--- config.mk ---
export PLATFORM = sky130hd
export DESIGN_NAME = breakout_game_ctrl
export DESIGN_NICKNAME = d
export VERILOG_FILES = /design/src/rtl/breakout_game_ctrl.sv
export SDC_FILE = /design/constraint.sdc
export NUM_CORES = 1
export LEC_CHECK = 0
export BUFFER_PORTS_ARGS = -buffer_cell sky130_fd_sc_hd__buf_2
export CORE_ASPECT_RATIO = 0.5
export CORE_MARGIN = 1
export CORE_UTILIZATION = 56
export DETAILED_ROUTE_END_ITERATION = 6
export PLACE_DENSITY = 0.84
export SYNTH_ARGS = -nofsm -noshare
export SYNTH_HDL_FRONTEND = slang
export SYNTH_SLANG_ARGS = --single-unit
--- constraint.sdc ---
create_clock -name clk -period 2.2 [get_ports clk]
set_input_delay 0.22 -clock clk [delete_from_list [all_inputs] [get_ports clk]]
set_output_delay 0.22 -clock clk [all_outputs]
set_load 0.005 [all_outputs]
--- src/rtl/breakout_game_ctrl.sv ---
// Game-level controller for breakout: runs the newgame/play/newball/over flow,
// keeps the BCD score and remaining balls, and packs the 7-segment display word.
module breakout_game_ctrl #(
  parameter logic [1:0]  BALLS     = 2'd3,
  parameter logic [27:0] WAIT_CYC  = 28'd200_000_000,
  parameter logic [4:0]  START_KEY = 5'h10
) (
  input  logic        clk,
  input  logic        rstn,
  input  logic [4:0]  key_code,
  input  logic        key_ready,
  input  logic        hit,
  input  logic        miss,
  output logic [1:0]  state,
  output logic        gra_still,
  output logic [15:0] score_bcd,
  output logic [1:0]  balls_left,
  output logic [31:0] seg_data
);

  typedef enum logic [1:0] {
    NEWGAME = 2'b00,
    PLAY    = 2'b01,
    NEWBALL = 2'b10,
    OVER    = 2'b11
  } state_t;

  state_t      state_q, state_d;
  logic [15:0] score_q, score_d;
  logic [1:0]  balls_q, balls_d;
  logic [27:0] timer_q, timer_d;
  logic        prev_ready, prev_hit, prev_miss;
  logic        start, hit_e, miss_e;

  assign start  = key_ready & ~prev_ready & (key_code == START_KEY);
  assign hit_e  = hit & ~prev_hit;
  assign miss_e = miss & ~prev_miss;

  // Four-digit BCD increment with ripple carry; 9999 saturates.
  function automatic logic [15:0] bcd_inc(input logic [15:0] v);
    logic [15:0] r;
    logic        carry;
    r     = v;
    carry = 1'b1;
    if (v != 16'h9999) begin
      for (int i = 0; i < 4; i++) begin
        if (carry) begin
          if (r[4*i +: 4] == 4'd9) begin
            r[4*i +: 4] = 4'd0;
          end else begin
            r[4*i +: 4] = r[4*i +: 4] + 4'd1;
            carry       = 1'b0;
          end
        end
      end
    end
    return r;
  endfunction

  always_comb begin
    // NOTE: every signal gets a default first so no path through the case infers a latch.
    state_d = state_q;
    score_d = score_q;
    balls_d = balls_q;
    timer_d = timer_q;
    case (state_q)
      NEWGAME: begin
        if (start) begin
          score_d = 16'h0000;
          balls_d = BALLS;
          state_d = PLAY;
        end
      end
      PLAY: begin
        if (hit_e) score_d = bcd_inc(score_q);
        if (miss_e) begin
          timer_d = 28'd0;
          if (balls_q > 2'd1) begin
            balls_d = balls_q - 2'd1;
            state_d = NEWBALL;
          end else begin
            balls_d = 2'd0;
            state_d = OVER;
          end
        end
      end
      NEWBALL: begin
        if (timer_q == WAIT_CYC - 28'd1) begin
          timer_d = 28'd0;
          state_d = PLAY;
        end else begin
          timer_d = timer_q + 28'd1;
        end
      end
      OVER: begin
        // A start before the pause expires is simply dropped, not remembered.
        if (timer_q != WAIT_CYC - 28'd1) timer_d = timer_q + 28'd1;
        else if (start)                  state_d = NEWGAME;
      end
      default: state_d = NEWGAME;
    endcase
  end

  always_ff @(posedge clk or negedge rstn) begin
    if (!rstn) begin
      state_q    <= NEWGAME;
      score_q    <= 16'h0000;
      balls_q    <= BALLS;
      timer_q    <= 28'd0;
      prev_ready <= 1'b0;
      prev_hit   <= 1'b0;
      prev_miss  <= 1'b0;
      gra_still  <= 1'b1;
      seg_data   <= {16'h0000, 14'h0000, BALLS};
    end else begin
      // NOTE: non-blocking assignments so every register samples pre-edge values.
      state_q    <= state_d;
      score_q    <= score_d;
      balls_q    <= balls_d;
      timer_q    <= timer_d;
      prev_ready <= key_ready;
      prev_hit   <= hit;
      prev_miss  <= miss;
      gra_still  <= (state_d != PLAY);
      // Built from the registered values, so the display trails them by a cycle.
      seg_data   <= {score_q, 12'h000, 2'b00, balls_q};
    end
  end

  assign state      = state_q;
  assign score_bcd  = score_q;
  assign balls_left = balls_q;

endmodule

Yosys cells after proc, flatten, opt, wreduce, memory -nomap -nowiden
Cells that the tools add are included.

Bits in registers: 70. Input bits: 10. Output and inout bits: 53. Logic and storage cells: 95.

Bitwise logic cells: 7. Reductions and logical operators: 9. Equal/unequal tests: 20. Mux-type cells: 40. Order comparisons: 1. Add/subtract/negate cells: 6.

Operators by type and width (number): 28-bit 2-to-1 mux (3); 28-bit case mux with 3 select lines (1); 16-bit 2-to-1 mux (3); 16-bit case mux with 2 select lines (1); 28-bit by 1-bit adder with 28-bit output (second input constant) (1); 28-bit == test (second input constant) (1); 4-bit 2-to-1 mux (7); 28-bit inequality test (second input constant) (1); 4-bit by 1-bit adder with 4-bit output (second input constant) (4); 4-bit == test (second input constant) (4); 2-bit 2-to-1 mux (8); 16-bit inequality test (second input constant) (1); 2-bit inequality test (second input constant) (8); 1-bit 2-to-1 mux (15); 5-bit AND reduction (3); 2-bit case mux with 4 select lines (1); 3-bit AND reduction (2); 5-bit == test (second input constant) (1); 1-bit bitwise AND (4); 2-bit == test (second input constant) (2); 2-bit case mux with 2 select lines (1); 4-bit AND reduction (1); 1-bit NOT (3); 3-bit nonzero test (1); 6 further kinds (6).

Depth between registers and ports, before layout
Depth in word-level cells: 17. Mapped depth: 8. Depth with buffers taken out: 7.

Worst setup path before layout
OpenSTA, ideal clock, no wires.

Kind: register -> register. Start point: register score_q[5], in the netlist score_bcd[5]. End point: register score_q[8], in the netlist score_bcd[8]. Arrival time: 1.821 ns. Stages on the path, launching flop included: 8. Buffers on the path: 0. Period minus slack after synthesis: 1.939 ns. Data required time: 2.082 ns. Setup slack: 0.261 ns. Path through: dfrtp_1 > inv_1 > ha_1 > nand3b_1 > or4_1 > o2111ai_1 > nor3_1 > a21o_1.

Word-level cells in the longest chain between the ends: 8.

RTL lines: start: declaration (RTL line 29) `logic [15:0] score_q, score_d;`; start signal: assignment (RTL line 118) `score_q <= score_d;`; 4-bit == test (RTL line 48) `if (r[4*i +: 4] == 4'd9) begin`; 1-bit 2-to-1 mux (RTL line 48); 1-bit 2-to-1 mux (RTL line 47) `if (carry) begin`; 1-bit 2-to-1 mux (RTL line 45) `if (v != 16'h9999) begin`; 1-bit 2-to-1 mux (RTL line 75) `if (hit_e) score_d = bcd_inc(score_q);`; 1-bit 2-to-1 mux (RTL line 66) `case (state_q)`; 2-bit inequality test (no line); 5-bit AND reduction (no line) (*).

Every way passes the cells marked *; elsewhere a longest branch is shown, timed or not. The select of a mux whose other input is x is not followed. A chain may end at the register's enable or synchronous reset.

Final worst setup path
Start point: register timer_q[10]. End point: register state_q[0], in the netlist state[0].

Word-level cells in the longest chain between the ends: 3.

RTL lines: start: declaration (RTL line 31) `logic [27:0] timer_q, timer_d;`; start signal: assignment (RTL line 120) `timer_q <= timer_d;`; 28-bit inequality test or 28-bit == test (tied branches) (RTL line 97, 88); 2-bit 2-to-1 mux, on equally long branches (RTL line 97, 88); 2-bit case mux with 4 select lines (*) (RTL line 66); via state_d[0] (RTL line 28) `state_t state_q, state_d;`; end signal: assignment (RTL line 117) `state_q <= state_d;`; end: declaration (RTL line 28).

The timed path passes the listed nets; every way through them passes the cells marked *.

==> flow_summary_export.csv <==
group,metric,value,unit
run_status,status,"finished, final reports clean",
clocking,clockBufferDepth,2,
sta,max_freq,472,MHz
critical_path,worstPathCellList,"nor4_1 > nand4_1 > buf_4 > nor4_4 > buf_4 > mux2i_1 > o31a_1",
synth,synthTopCellsByArea,"dfrtp_1, o31ai_1, dfstp_2, a21oi_1, or4_1",
global_route,grt_pass1_vias,3142,
placement,place_congestion,0.904,
pwr,vdd_drop_max,357,uV
finish,fill_cells,409,
pwr,leakagePower,1.99,nW
route,postRouteAntennaNets,0,
critical_path,worstPathRequired,2.47,ns
global_route,grt_usage,0.268,
finish,layout.cells.non_filler,534,
synth,syn_inst,381,
synth,synth_top_area_cell,"dfrtp_1",
global_route,grt_max_degree,50,
critical_path,critPathSlowestCell,"dfrtp_1",
die,chipHeight,59.9,um
placement,dpl_worst_slack,0.0936,ns
synth,synth_edf_count,0,
critical_path,cp_top_family,"simple AND/OR/NAND/NOR gates",
critical_path,cp.arrival,2.39,ns
synth,netlist.area_leader.share,0.434,
synth,synthTopCellsByCount,"dfrtp_1, nand2_1, a21oi_1, nor2_1, o31ai_1",
route,drcViolationCount,0,
sta,worst_slack,0.0805,ns
sta,timing.final.max_slew_violations,0,
die,die_area,7050,um2
clocking,cts_root_buf,"clkbuf_16",
synth,ys.flop_type,"dfrtp_1",
sta,finalClockSkew,0.00489,ns
critical_path,path_class,"register to register",
clocking,cts_tree,"done",
placement,dpl.cell_count,517,
sta,worstMarginPinSlew,0.516,ns
finish,diodes,0,
placement,dp.final_hpwl,5790,um
clocking,clk_pin_slew_worst_paths,0.06,ns
route,wl_per_cell,17.1,um
synth,ys_types,65,
clocking,cts_num_sinks,70,
clocking,postCtsSetupRepairBufs,0,
critical_path,slowest_delay,0.46,ns
critical_path,crit_path_frequent_cell,"buf_4",
die,ios,63,
finish,synthToLayoutAreaGrowth,19.7,%
sta,grt_setup_unrepaired,"yes",
critical_path,start_kind,"register",
die,core-area,6260,um2
die,rows,20,
synth,yosysWarningCount,0,
synth,async_flop_share,1.00,
critical_path,worstSetupEndpointType,"register",
die,start_util,0.599,
route,vias,3344,
route,drt_iter0_drc,348,
sta,whs,0.0205,ns
critical_path,critPathMaxFanout,6,
synth,synth_area,3750,um2
finish,drive_gt1_frac,0.247,
critical_path,path_buf_inv,2,
global_route,antenna_found_initial,0,
synth,ys_seq_elements,70,
synth,yosysMostFrequentCell,"dfrtp_1",
placement,io_buffers,48,
finish,final_net_count,460,
sta,setup_viol,0,
global_route,overflow,0,
job,maxCapViolCount,0,
sta,fin_crit_sh,0.963,
global_route,grt_pass1_wl,14600,um
sta,max_slew_margin,0.647,
route,drt_pre_antenna_iters,6,
hold_path,worstHoldPathType,"input pin to register",
synth,avgSynthCellArea,9.84,um2
pwr,cellPowerDensity,764,nW/um2
sta,finalHoldViolations,0,
die,die_x,118,um
clocking,numCtsBuffers,9,
synth,seq_area_frac_synth,0.469,
route,viasPerCell,6.26,
sta,period_minus_slack,2.12,ns
clocking,clock_insertion_delay_worst_skew,0.33,ns
route,routed_wl,9120,um
clocking,htreeDepth,3,
-- cell families (layout without fill, tap and decap cells) --
group | after synthesis | count (layout) | share of synthesized area
other cells | 1 | 14 | 0.00100
simple gates | 155 | 155 | 0.252
mux | 2 | 2 | 0.00567
xor+xnor | 7 | 7 | 0.0164
compound gates | 95 | 95 | 0.165
flops | 70 | 70 | 0.469
buf+inv | 42 | 94 | 0.0607
fa+ha+maj | 9 | 9 | 0.0300
-- cells in the final DEF, fill, tap and decap left out, drive strengths merged, types with 3 or more instances in the layout --
master   instances
a211oi           6
a21oi           26
a31oi            4
and3             3
and3b            3
and4             5
buf             64
clkbuf          10
conb            14
dfrtp           65
dfstp            5
ha               9
inv             14
nand2           33
nand3           16
nand3b           6
nand4           13
nor2            26
nor3             5
nor4             7
o2111ai          3
o21ai           18
o31ai           20
or2              3
or3              5
or4             18
xnor2            4
xor2             3
-- flip-flops by register name, indices dropped and copies added (netlist names) --
| signal | count |
|---|---|
| balls_left | 2 |
| gra_still | 1 |
| prev_hit | 1 |
| prev_miss | 1 |
| prev_ready | 1 |
| score_bcd | 16 |
| seg_data | 18 |
| state | 2 |
| timer_q | 28 |
-- routing by layer --
layer / vias up / global-route usage / share of wire / routed length, um
met5: - / 0 / 0 / 0
met4: 0 / 0.103 / 0.020 / 180
met3: 27 / 0.0773 / 0.080 / 725
met2: 178 / 0.476 / 0.48 / 4420
met1: 1606 / 0.319 / 0.42 / 3800
li1: 1533 / - / - / -
-- metrics by stage --
| step | power, W | util | area, um2 | setup TNS [ns] |
|---|---|---|---|---|
| 4_1_cts | 0.00343 | 0.709 | 4440 | 0 |
| 3_3_place_gp | 0.00184 | 0.656 | 4100 | 0 |
| 3_5_place_dp | 0.00186 | 0.656 | 4100 | 0 |
| 6_report | 0.00343 | 0.718 | 4490 | 0 |
| 5_1_grt | 0.00355 | 0.718 | 4490 | -0.111 |
| 2_1_floorplan | 0.00174 | - | 3800 | 0 |
-- where the power goes --
group	total [W]	switching (W)	leakage [nW]	internal, W
logic	0.000363	0.000206	0.913	0.000157
registers	0.00151	0.000119	0.921	0.00139
clock network	0.00156	0.000557	0.153	0.00100
-- worst register-to-register path, delay by kind of cell (launching register included) --
kind | cells | cell delay (ns)
flip-flops | 1 | 0.46
multiplexers | 1 | 0.20
buffers and inverters | 2 | 0.37
AO/OA/AOI/OAI | 1 | 0.15
AND/OR/NAND/NOR | 3 | 0.86
-- timing repair --
item                       4_1_cts  5_1_grt
hold endpoints to repair        21        0
hold buffers                     1        0
resized for setup                0        9
setup endpoints to repair        0       13
-- layout make-up --
cell class	instances	area, um2	share of cell area
sequential	70	1760	0.392
tap	88	110	0.0245
clock buffer	10	229	0.0510
timing repair buffer	65	383	0.0853
inverter	13	48.8	0.0109
clock inverter	6	93.8	0.0209
multi-input combinational	282	1870	0.416
-- final timing paths --
check | from | end | slack [ns] | cells after the start
max | timer_q[10]$_DFFE_PN0P_ | state[0]$_DFF_PN0_ | 0.08 | 7
min reg2reg | balls_left[0]$_DFFE_PN1P_ | seg_data[0]$_DFF_PN1_ | 0.39 | 0
min in group asynchronous | rstn | timer_q[8]$_DFFE_PN0P_ | 0.41 | 2
min | hit | prev_hit$_DFF_PN0_ | 0.02 | 1
max reg2reg | timer_q[10]$_DFFE_PN0P_ | state[0]$_DFF_PN0_ | 0.08 | 7
max in group asynchronous | rstn | seg_data[0]$_DFF_PN1_ | 1.11 | 3
(Power assumes the default switching activity.)
